**config.mk**
```make
export PLATFORM = sky130hd
export DESIGN_NAME = sprite_renderer_gen
export DESIGN_NICKNAME = d
export VERILOG_FILES = /design/src/rtl/sprite_pkg.sv /design/src/rtl/sprite_row_fetcher.sv /design/src/rtl/sprite_renderer_gen.sv
export SDC_FILE = /design/constraint.sdc
export NUM_CORES = 1
export LEC_CHECK = 0
export ABC_AREA = 1
export CORE_ASPECT_RATIO = 1.5
export CORE_MARGIN = 10
export CORE_UTILIZATION = 49
export CTS_CLUSTER_DIAMETER = 100
export DETAILED_ROUTE_END_ITERATION = 16
export GPL_TIMING_DRIVEN = 0
export PLACE_DENSITY_LB_ADDON = 0.25
export REMOVE_ABC_BUFFERS = 1
export SYNTH_ARGS = -nofsm -noshare
export SYNTH_HDL_FRONTEND = slang
export SYNTH_SLANG_ARGS = --single-unit
```
**constraint.sdc**
```tcl
create_clock -name clk -period 1.26 [get_ports clk]
set_input_delay 0.126 -clock clk [delete_from_list [all_inputs] [get_ports clk]]
set_output_delay 0.126 -clock clk [all_outputs]
set_load 0.005 [all_outputs]
```
**src/rtl/sprite_pkg.sv**
```systemverilog
// Shared definitions for the sprite renderers: FSM state encoding and a width helper.
// Also intended for the future multi-sprite mux.
package sprite_pkg;

  typedef enum logic [2:0] {
    IDLE,
    WAIT_LOAD,
    FETCH_SETUP,
    FETCH_CAPTURE,
    WAIT_HSTART,
    DRAW
  } state_t;

  // Ceiling log2, usable in parameter and localparam expressions.
  function automatic int clog2(input int value);
    int result;
    int remaining;
    result = 0;
    remaining = value - 1;
    while (remaining > 0) begin
      result++;
      remaining = remaining >> 1;
    end
    return result;
  endfunction

endpackage

```
**src/rtl/sprite_row_fetcher.sv**
```systemverilog
// Fills the sprite row buffer from the byte-wide bitmap ROM, one address/capture pair per byte.
// The owning FSM drives start (clear byte index), setup (issue address) and capture (latch data).
module sprite_row_fetcher
  import sprite_pkg::*;
#(
  parameter int W = 16,
  parameter int H = 16,
  localparam int BPR = W / 8,
  localparam int AW = clog2(H * BPR),
  localparam int YW = clog2(H)
) (
  input  logic          clk,
  input  logic          reset,
  input  logic          start,
  input  logic          setup,
  input  logic          capture,
  input  logic [YW-1:0] row,
  input  logic [7:0]    rom_bits,
  output logic [AW-1:0] rom_addr,
  output logic [W-1:0]  rowbuf,
  output logic          ready
);

  localparam int BW = clog2(BPR);

  logic [BW-1:0] byte_idx;

  // The byte index only wraps through start, so it parks on the last byte until the next row.
  always_ff @(posedge clk or posedge reset) begin
    if (reset) begin
      byte_idx <= '0;
      rom_addr <= '0;
      rowbuf   <= '0;
    end else begin
      if (start) begin
        byte_idx <= '0;
      end else if (capture && (byte_idx != BW'(BPR - 1))) begin
        byte_idx <= byte_idx + 1'b1;
      end
      if (setup) begin
        rom_addr <= {row, byte_idx};
      end
      if (capture) begin
        rowbuf[8*byte_idx +: 8] <= rom_bits;
      end
    end
  end

  assign ready = capture && (byte_idx == BW'(BPR - 1));

endmodule

```
**src/rtl/sprite_renderer_gen.sv**
```systemverilog
// Scanline sprite renderer: W x H 1bpp bitmap with h/v mirroring, row fetched during hblank.
// Define SPRITE_RENDERER_SCALE2_EN to add the scale2 port for 2x pixel/line doubling.
module sprite_renderer_gen
  import sprite_pkg::*;
#(
  parameter int W = 16,
  parameter int H = 16,
  localparam int BPR = W / 8,
  localparam int AW = clog2(H * BPR)
) (
  input  logic          clk,
  input  logic          reset,
  input  logic          vstart,
  input  logic          load,
  input  logic          hstart,
  input  logic          hmirror,
  input  logic          vmirror,
`ifdef SPRITE_RENDERER_SCALE2_EN
  input  logic          scale2,
`endif
  output logic [AW-1:0] rom_addr,
  input  logic [7:0]    rom_bits,
  output logic          gfx,
  output logic          busy,
  output logic          done
);

  localparam int XW = clog2(W);
  localparam int YW = clog2(H);

  state_t        state;
  state_t        next_state;
  logic [XW-1:0] xcount;
  logic [YW-1:0] ycount;
  logic [W-1:0]  rowbuf;
  logic [YW-1:0] fetch_row;
  logic [XW-1:0] pix_idx;
  logic          fetch_start;
  logic          fetch_setup;
  logic          fetch_capture;
  logic          fetch_ready;
  logic          x_step;
  logic          line_end;
  logic          row_end;
  logic          frame_end;
  logic          skip_fetch;

  assign fetch_row = vmirror ? (YW'(H - 1) - ycount) : ycount;
  assign pix_idx   = hmirror ? (XW'(W - 1) - xcount) : xcount;
  assign line_end  = (state == DRAW) && (xcount == XW'(W - 1)) && x_step;
  assign frame_end = row_end && (ycount == YW'(H - 1));

`ifdef SPRITE_RENDERER_SCALE2_EN
  logic scale_q;
  logic half;
  logic line_dup;

  // half holds each pixel for two clocks; line_dup marks the repeat line that reuses rowbuf.
  assign x_step     = !scale_q || half;
  assign row_end    = line_end && (!scale_q || line_dup);
  assign skip_fetch = scale_q && line_dup;

  always_ff @(posedge clk or posedge reset) begin
    if (reset) begin
      scale_q  <= 1'b0;
      half     <= 1'b0;
      line_dup <= 1'b0;
    end else begin
      if (state == IDLE) begin
        line_dup <= 1'b0;
        if (vstart) begin
          scale_q <= scale2;
        end
      end else if (line_end && scale_q) begin
        line_dup <= !line_dup;
      end
      if (state == WAIT_LOAD) begin
        half <= 1'b0;
      end else if ((state == DRAW) && scale_q) begin
        half <= !half;
      end
    end
  end
`else
  assign x_step     = 1'b1;
  assign row_end    = line_end;
  assign skip_fetch = 1'b0;
`endif

  always_ff @(posedge clk or posedge reset) begin
    if (reset) begin
      state <= IDLE;
    end else begin
      state <= next_state;
    end
  end

  always_comb begin
    next_state = state;
    case (state)
      IDLE:          if (vstart) next_state = WAIT_LOAD;
      WAIT_LOAD:     if (load) next_state = skip_fetch ? WAIT_HSTART : FETCH_SETUP;
      FETCH_SETUP:   next_state = FETCH_CAPTURE;
      FETCH_CAPTURE: next_state = fetch_ready ? WAIT_HSTART : FETCH_SETUP;
      WAIT_HSTART:   if (hstart) next_state = DRAW;
      DRAW:          if (line_end) next_state = frame_end ? IDLE : WAIT_LOAD;
      default:       next_state = IDLE;
    endcase
  end

  always_comb begin
    busy          = (state != IDLE);
    fetch_start   = (state == WAIT_LOAD);
    fetch_setup   = (state == FETCH_SETUP);
    fetch_capture = (state == FETCH_CAPTURE);
  end

  // gfx is forced low outside DRAW so the line edges are clean without a separate blank signal.
  always_ff @(posedge clk or posedge reset) begin
    if (reset) begin
      xcount <= '0;
      ycount <= '0;
      gfx    <= 1'b0;
      done   <= 1'b0;
    end else begin
      gfx  <= (state == DRAW) ? rowbuf[pix_idx] : 1'b0;
      done <= frame_end;
      if (state == IDLE) begin
        ycount <= '0;
      end else if (row_end) begin
        ycount <= ycount + 1'b1;
      end
      if (state == WAIT_LOAD) begin
        xcount <= '0;
      end else if ((state == DRAW) && x_step) begin
        xcount <= xcount + 1'b1;
      end
    end
  end

  sprite_row_fetcher #(
    .W(W),
    .H(H)
  ) u_fetcher (
    .clk      (clk),
    .reset    (reset),
    .start    (fetch_start),
    .setup    (fetch_setup),
    .capture  (fetch_capture),
    .row      (fetch_row),
    .rom_bits (rom_bits),
    .rom_addr (rom_addr),
    .rowbuf   (rowbuf),
    .ready    (fetch_ready)
  );

endmodule

```
# After elaboration in Yosys (flattened, before gate mapping)
# Cells that the tools add are included.
[word_totals] inputBits=15 ff_bits=35 output_inout_bits=8 word_cells=58
[op_classes] n_reduce_logical=10 n_bitwise=1 eq_ne=11 magnitude_cmp=1 shifts=2 mux=19 n_addsub=6
[op_table] op="4-bit negator with 34-bit output" n=1
[op_table] op="8-bit by 34-bit variable shift with 16-bit output (first input constant)" n=1
[op_table] op="8-bit by 34-bit variable part select with 16-bit output" n=1
[op_table] op="4-bit 2-to-1 mux" n=6
[op_table] op="3-bit case mux with 6 select lines" n=1
[op_table] op="16-bit bitwise mux" n=1
[op_table] op="3-bit 2-to-1 mux" n=5
[op_table] op="4-bit by 1-bit adder with 4-bit output (second input constant)" n=2
[op_table] op="4-bit == test (second input constant)" n=2
[op_table] op="2-bit inequality test (second input constant)" n=4
[op_table] op="4-bit subtractor (first input constant)" n=2
[op_table] op="3-bit by 2-bit == test with 1-bit output (second input constant)" n=2
[op_table] op="3-bit == test (second input constant)" n=2
[op_table] op="2-bit nonzero test" n=3
[op_table] op="4-bit by 5-bit < comparator with 1-bit output (second input constant)" n=1
[op_table] op="1-bit 2-to-1 mux" n=5
[op_table] op="1-bit binary-select mux with 4-bit select" n=1
[op_table] op="1-bit logical AND" n=4
[op_table] op="4-bit AND reduction" n=1
[op_table] op="3-bit by 1-bit == test with 1-bit output (second input constant)" n=1
[op_table] op="3-bit logical NOT" n=1
[op_table] op="3-bit nonzero test" n=1
[op_table] op="1-bit adder (second input constant)" n=1
[op_table] op="1-bit inverter" n=1

# Depth between registers and ports, before layout
[depth] ltp_word=6 mapped_depth=10

# By module
# Synthesis repeated with hierarchy kept, for this count alone.
[hier_totals] hier_cells=229 hier_area_um2=1858.0
[modules_own_cells] mod="sprite_renderer_gen" cells_each=134 instances=1 area_per_inst_um2=977.2
[modules_own_cells] mod="sprite_row_fetcher" cells_each=95 instances=1 area_per_inst_um2=880.8

# Worst setup path before layout
# No wires, ideal clock.
[synth_timing] path_type="reg2reg" start="register xcount[0]" end="register state[0]" stages_incl_launch_ff=10 arrival_ns=1.166 path_buffers=0 period_less_slack_ns=1.288 path_slack_ns=-0.028 required_ns=1.139 cell_sequence="dfrtp_1 ha_1 nand2_1 inv_1 nand2_1 nor2_4 and3_1 nand2_1 nand3_1 o21ai_1"
[synth_between] elab_chain_cells=6 word_cells_on_any_way=8 classes_between="eq/ne (2); mux (3); reduce/logical (3)"
[synth_lines] element="start, declared" line_no="sprite_renderer_gen.sv:33" text="logic [XW-1:0] xcount;"
[synth_lines] element="start signal, assigned" line_no="sprite_renderer_gen.sv:136" text="xcount <= xcount + 1'b1;"
[synth_lines] element="4-bit == test *" line_no="sprite_renderer_gen.sv:50" text="assign line_end = (state == DRAW) && (xcount == XW'(W - 1)) && x_step;"
[synth_lines] element="1-bit logical AND *" line_no="sprite_renderer_gen.sv:50"
[synth_lines] element="1-bit logical AND" line_no="sprite_renderer_gen.sv:51" text="assign frame_end = row_end && (ycount == YW'(H - 1));"
[synth_lines] element="1-bit 2-to-1 mux" line_no="sprite_renderer_gen.sv:106" text="DRAW: if (line_end) next_state = frame_end ? IDLE : WAIT_LOAD;"
[synth_lines] element="3-bit 2-to-1 mux" line_no="sprite_renderer_gen.sv:106"
[synth_lines] element="3-bit case mux with 6 select lines" line_no="sprite_renderer_gen.sv:100" text="case (state)"
[synth_lines] element="end signal, assigned" line_no="sprite_renderer_gen.sv:94" text="state <= next_state;"
[synth_lines] element="end, declared" line_no="sprite_renderer_gen.sv:31" text="state_t state;"
# Every way passes the cells marked *; elsewhere a longest branch is shown, timed or not. The select of a mux whose other input is x is not followed.
# A chain may end at the register's enable or synchronous reset.

# Worst setup path in the final report
[layout_timing] start="register state[1]" end="register state[0]"
[layout_between] elab_chain_cells=6 word_cells_on_any_way=16 classes_between="eq/ne (9); mux (3); reduce/logical (4)"
[layout_lines] element="3-bit == test" line_no="sprite_renderer_gen.sv:50, sprite_renderer_gen.sv:100"
[layout_lines] element="1-bit logical AND" line_no="sprite_renderer_gen.sv:50"
[layout_lines] element="1-bit logical AND" line_no="sprite_renderer_gen.sv:51"
[layout_lines] element="1-bit 2-to-1 mux" line_no="sprite_renderer_gen.sv:106"
[layout_lines] element="3-bit 2-to-1 mux" line_no="sprite_renderer_gen.sv:106"
[layout_lines] element="3-bit case mux with 6 select lines" line_no="sprite_renderer_gen.sv:100"
# Several ways; a longest one is shown, not always the timed one. The select of a mux whose other input is x is not followed.

==> impl_results.md <==
* Status: finished with violations
* Failing checks: setup timing
* CP Class: register to register
* Buf+Inv Stages, Crit Path at 0
* # nets final at 271
* Number of remaining DRC errors at 0
* Crit-path leading delay family: simple AND/OR/NAND/NOR gates
* Tot Pwr at 0.00540 W
* CP Launch Type: register
* R2R setup slack at -0.18 ns
* Final WL at 4.67 mm
* P_leak at 1.22 nW
* Hold Buf Count CTS at 0
* Total clock sinks at 35
* Final non-filler cell total at 295
* Initial antenna violation count at 0
* Maxcap violations at 0
* Power Dens Cells at 2130 mW/mm2
* Clock slew at reported path FFs at 0.06 ns
* Area Overhead vs Synth at 41.2%
* CP Data Arrival Time at 1.60 ns
* Finished Core Util at 0.730
* Max Slew Vio Count at 0
* Fill cells at 235
* Pre-CTS setup slack at -0.631 ns
* Max incr delay on CP at 0.48 ns
* Worst-Margin Slew at 0.780 ns
* CP startpoint: state[1]$_DFFE_PP0P_
* Fmax at 697 MHz
* Req. time, crit path at 1.43 ns
* Via Count at 1556
* HP Class: input pin to asynchronous set/reset pin
* DR vias/cell at 5.27
* Mapped Area at 0.00180 mm2
* Reg2reg start: state[1]$_DFFE_PP0P_
* Slew headroom at 0.479
* Core area at 0.00348 mm2
* Final WS setup at -0.175 ns
* CP Cell Sequence: nor2_4 -> nand2_2 -> o21ai_1 -> nor2_1 -> nand3_2 -> o21ai_2
* Pin count of the biggest net entering global routing at 36
* Post-Route Setup TNS at -0.747 ns
* ANT cells at 0
* # setup viols final at 11
* Slowest cell on the critical path: dfrtp_2
* Average wire per standard cell at 15.8 um
* Critical Path End: state[0]$_DFFE_PP0P_
* Row Count at 26
* Die H at 94.2 um
* Global route overflow at 0
* CP endpoint kind: register
* Die Width at 69.5 um
* GP Congestion at 0.829
* CTS Buffer Depth at 2
* Reg2Reg Depth at 6
* Seq pwr share at 0.356
* Critical path fanouts, max at 5
* Die area at 0.00655 mm2
* CTS Buf Count at 5
* First-pass GRT wire length at 7.18 mm
* Clk_lat worst skew at 0.28 ns
* Post-DP HPWL at 2.85 mm
* Port bufs at 22
* Sequential Area at 880 um2
* Gate power share at 0.507
* Area of the multi-input gates at 0.00104 mm2
* Clk_skew at 0.00241 ns
* R2r endpoint: state[0]$_DFFE_PP0P_
* DR iter-0 viols at 62
* IO Pins at 23
* P_sw at 0.00230 W
* Cells after Synth at 214
* Commonest non-fill, non-tap cell in the layout: dfrtp_1
* Most frequent cells in the layout: 32 x dfrtp_1, 31 x nand2_1, 19 x inv_1
* Register area share after synthesis at 0.487
* Fin crit share at 1.14
* Internal power at 0.00310 W
* CTS tree: yes
* Gr usage total at 0.133
* Final hold vios at 0
* Remaining antenna violation count at 0
* Clock share of power at 0.136
* Initial core utilization at 0.517
* Mean post-synth cell area at 8.41 um2
* Vias in the first global route at 1672
* Yosys cell types at 24
* Switch share at 0.425
* Max H-tree Level at 2
* First-pass DRT Iterations at 4
* Worst VDD drop at 1590 uV
* Setup repair after global routing missed its margin: true
* WP depth at 6
* Layout cells sized above 1 at 0.411
* Post-layout min period at 1.44 ns
* Root buf cell: clkbuf_8
* Synth warn at 0
* Dpl cells at 273
* Yosys reg bits at 35
## cell usage after synthesis
cell | count | area (um2)
xor2_1 | 1 | 8.76
inv_2 | 4 | 15.0
nand2_2 | 4 | 25.0
a211oi_1 | 1 | 7.51
buf_6 | 2 | 22.5
nand2_1 | 48 | 180
and3_1 | 1 | 6.26
dfrtp_1 | 35 | 876
buf_1 | 1 | 3.75
o21ai_2 | 16 | 140
inv_1 | 25 | 93.8
o22ai_1 | 1 | 6.26
nor2_1 | 16 | 60.1
buf_2 | 2 | 10.0
a21oi_1 | 9 | 45.0
xnor2_1 | 6 | 52.6
o21ai_0 | 6 | 30.0
ha_1 | 2 | 25.0
o21bai_1 | 1 | 7.51
nor3_1 | 3 | 15.0
nor2_4 | 2 | 22.5
nand3_1 | 21 | 105
nor2_2 | 5 | 31.3
o21ai_1 | 2 | 10.0
## area by class of cell
type / instances / area share
Clock buffer: 6 / 0.0286
Inverter: 29 / 0.0562
Multi-Input combinational cell: 145 / 0.408
Sequential cell: 35 / 0.346
Tap cell: 42 / 0.0207
Timing Repair Buffer: 38 / 0.140
## worst min path at each step
stage	from	endpoint	slack [ns]	cells past startpoint
3_5_place_dp	u_fetcher.rowbuf[10]$_DFFE_PP0P_	u_fetcher.rowbuf[10]$_DFFE_PP0P_	0.47	2
4_1_cts	reset	u_fetcher.rowbuf[3]$_DFFE_PP0P_	0.34	2
2_1_floorplan	reset	done$_DFF_PP0_	0.28	1
5_1_grt	reset	ycount[3]$_DFFE_PP0P_	0.36	2
3_3_place_gp	u_fetcher.rowbuf[2]$_DFFE_PP0P_	u_fetcher.rowbuf[2]$_DFFE_PP0P_	0.47	2
6_report	reset	u_fetcher.rowbuf[3]$_DFFE_PP0P_	0.32	2
## registers in the layout (all words and copies together) (netlist names)
| signal | cells |
|---|---|
| state | 3 |
| ycount | 4 |
| u_fetcher.rom_addr | 5 |
| u_fetcher.rowbuf | 16 |
| xcount | 4 |
| gfx | 1 |
| done | 1 |
| u_fetcher.byte_idx | 1 |
## cell families (layout without fill, tap and decap cells)
| kind of cell | after synthesis | in the layout | share of synthesized area |
|---|---|---|---|
| compound gates | 36 | 36 | 0.137 |
| xor+xnor | 7 | 7 | 0.0341 |
| simple gates | 100 | 100 | 0.248 |
| flops | 35 | 35 | 0.487 |
| fa+ha+maj | 2 | 2 | 0.0139 |
| buf+inv | 34 | 73 | 0.0807 |
## power groups by stage
| stage | clock [W] | sequential (W) | combinational [W] |
|---|---|---|---|
| after global routing | 0.000805 | 0.00196 | 0.00296 |
| after CTS | 0.000755 | 0.00187 | 0.00211 |
| after global placement | 0 | 0.00185 | 0.00177 |
| after detailed placement | 0 | 0.00187 | 0.00183 |
| final | 0.000736 | 0.00192 | 0.00274 |
| after floorplan | 0 | 0.00179 | 0.00130 |
## through the flow
stage                     cell area [um2]  hold WS, ns
after floorplan                      1760        0.280
after global placement               2040        0.469
after detailed placement             2040        0.472
after CTS                            2290        0.336
after global routing                 2540        0.361
final                                2540        0.320
## timing repair
| item | in CTS | in global routing |
|---|---|---|
| gates cloned | 0 | 1 |
| endpoints found under the setup margin | 69 | 35 |
| buffers inserted | 8 | 9 |
| endpoints found under the hold margin | 0 | 0 |
| pin swaps | 6 | 16 |
| resized for setup | 49 | 54 |
## routing by layer
layer / routed length, um / vias up / share of wire / GRT usage
met5: 0 / - / 0 / 0
met1: 1750 / 725 / 0.38 / 0.127
met3: 209 / 14 / 0.045 / 0.0444
met4: 170 / 0 / 0.036 / 0.0758
met2: 2540 / 49 / 0.54 / 0.245
li1: - / 768 / - / -
## worst reg2reg max path, cell delays in order (launching register included)
cell     delay [ns]
dfrtp_2        0.48
nor2_4         0.17
nand2_2        0.10
o21ai_1        0.27
nor2_1         0.15
nand3_2        0.10
o21ai_2        0.05
Note: power is estimated with default switching activity, not from simulation.
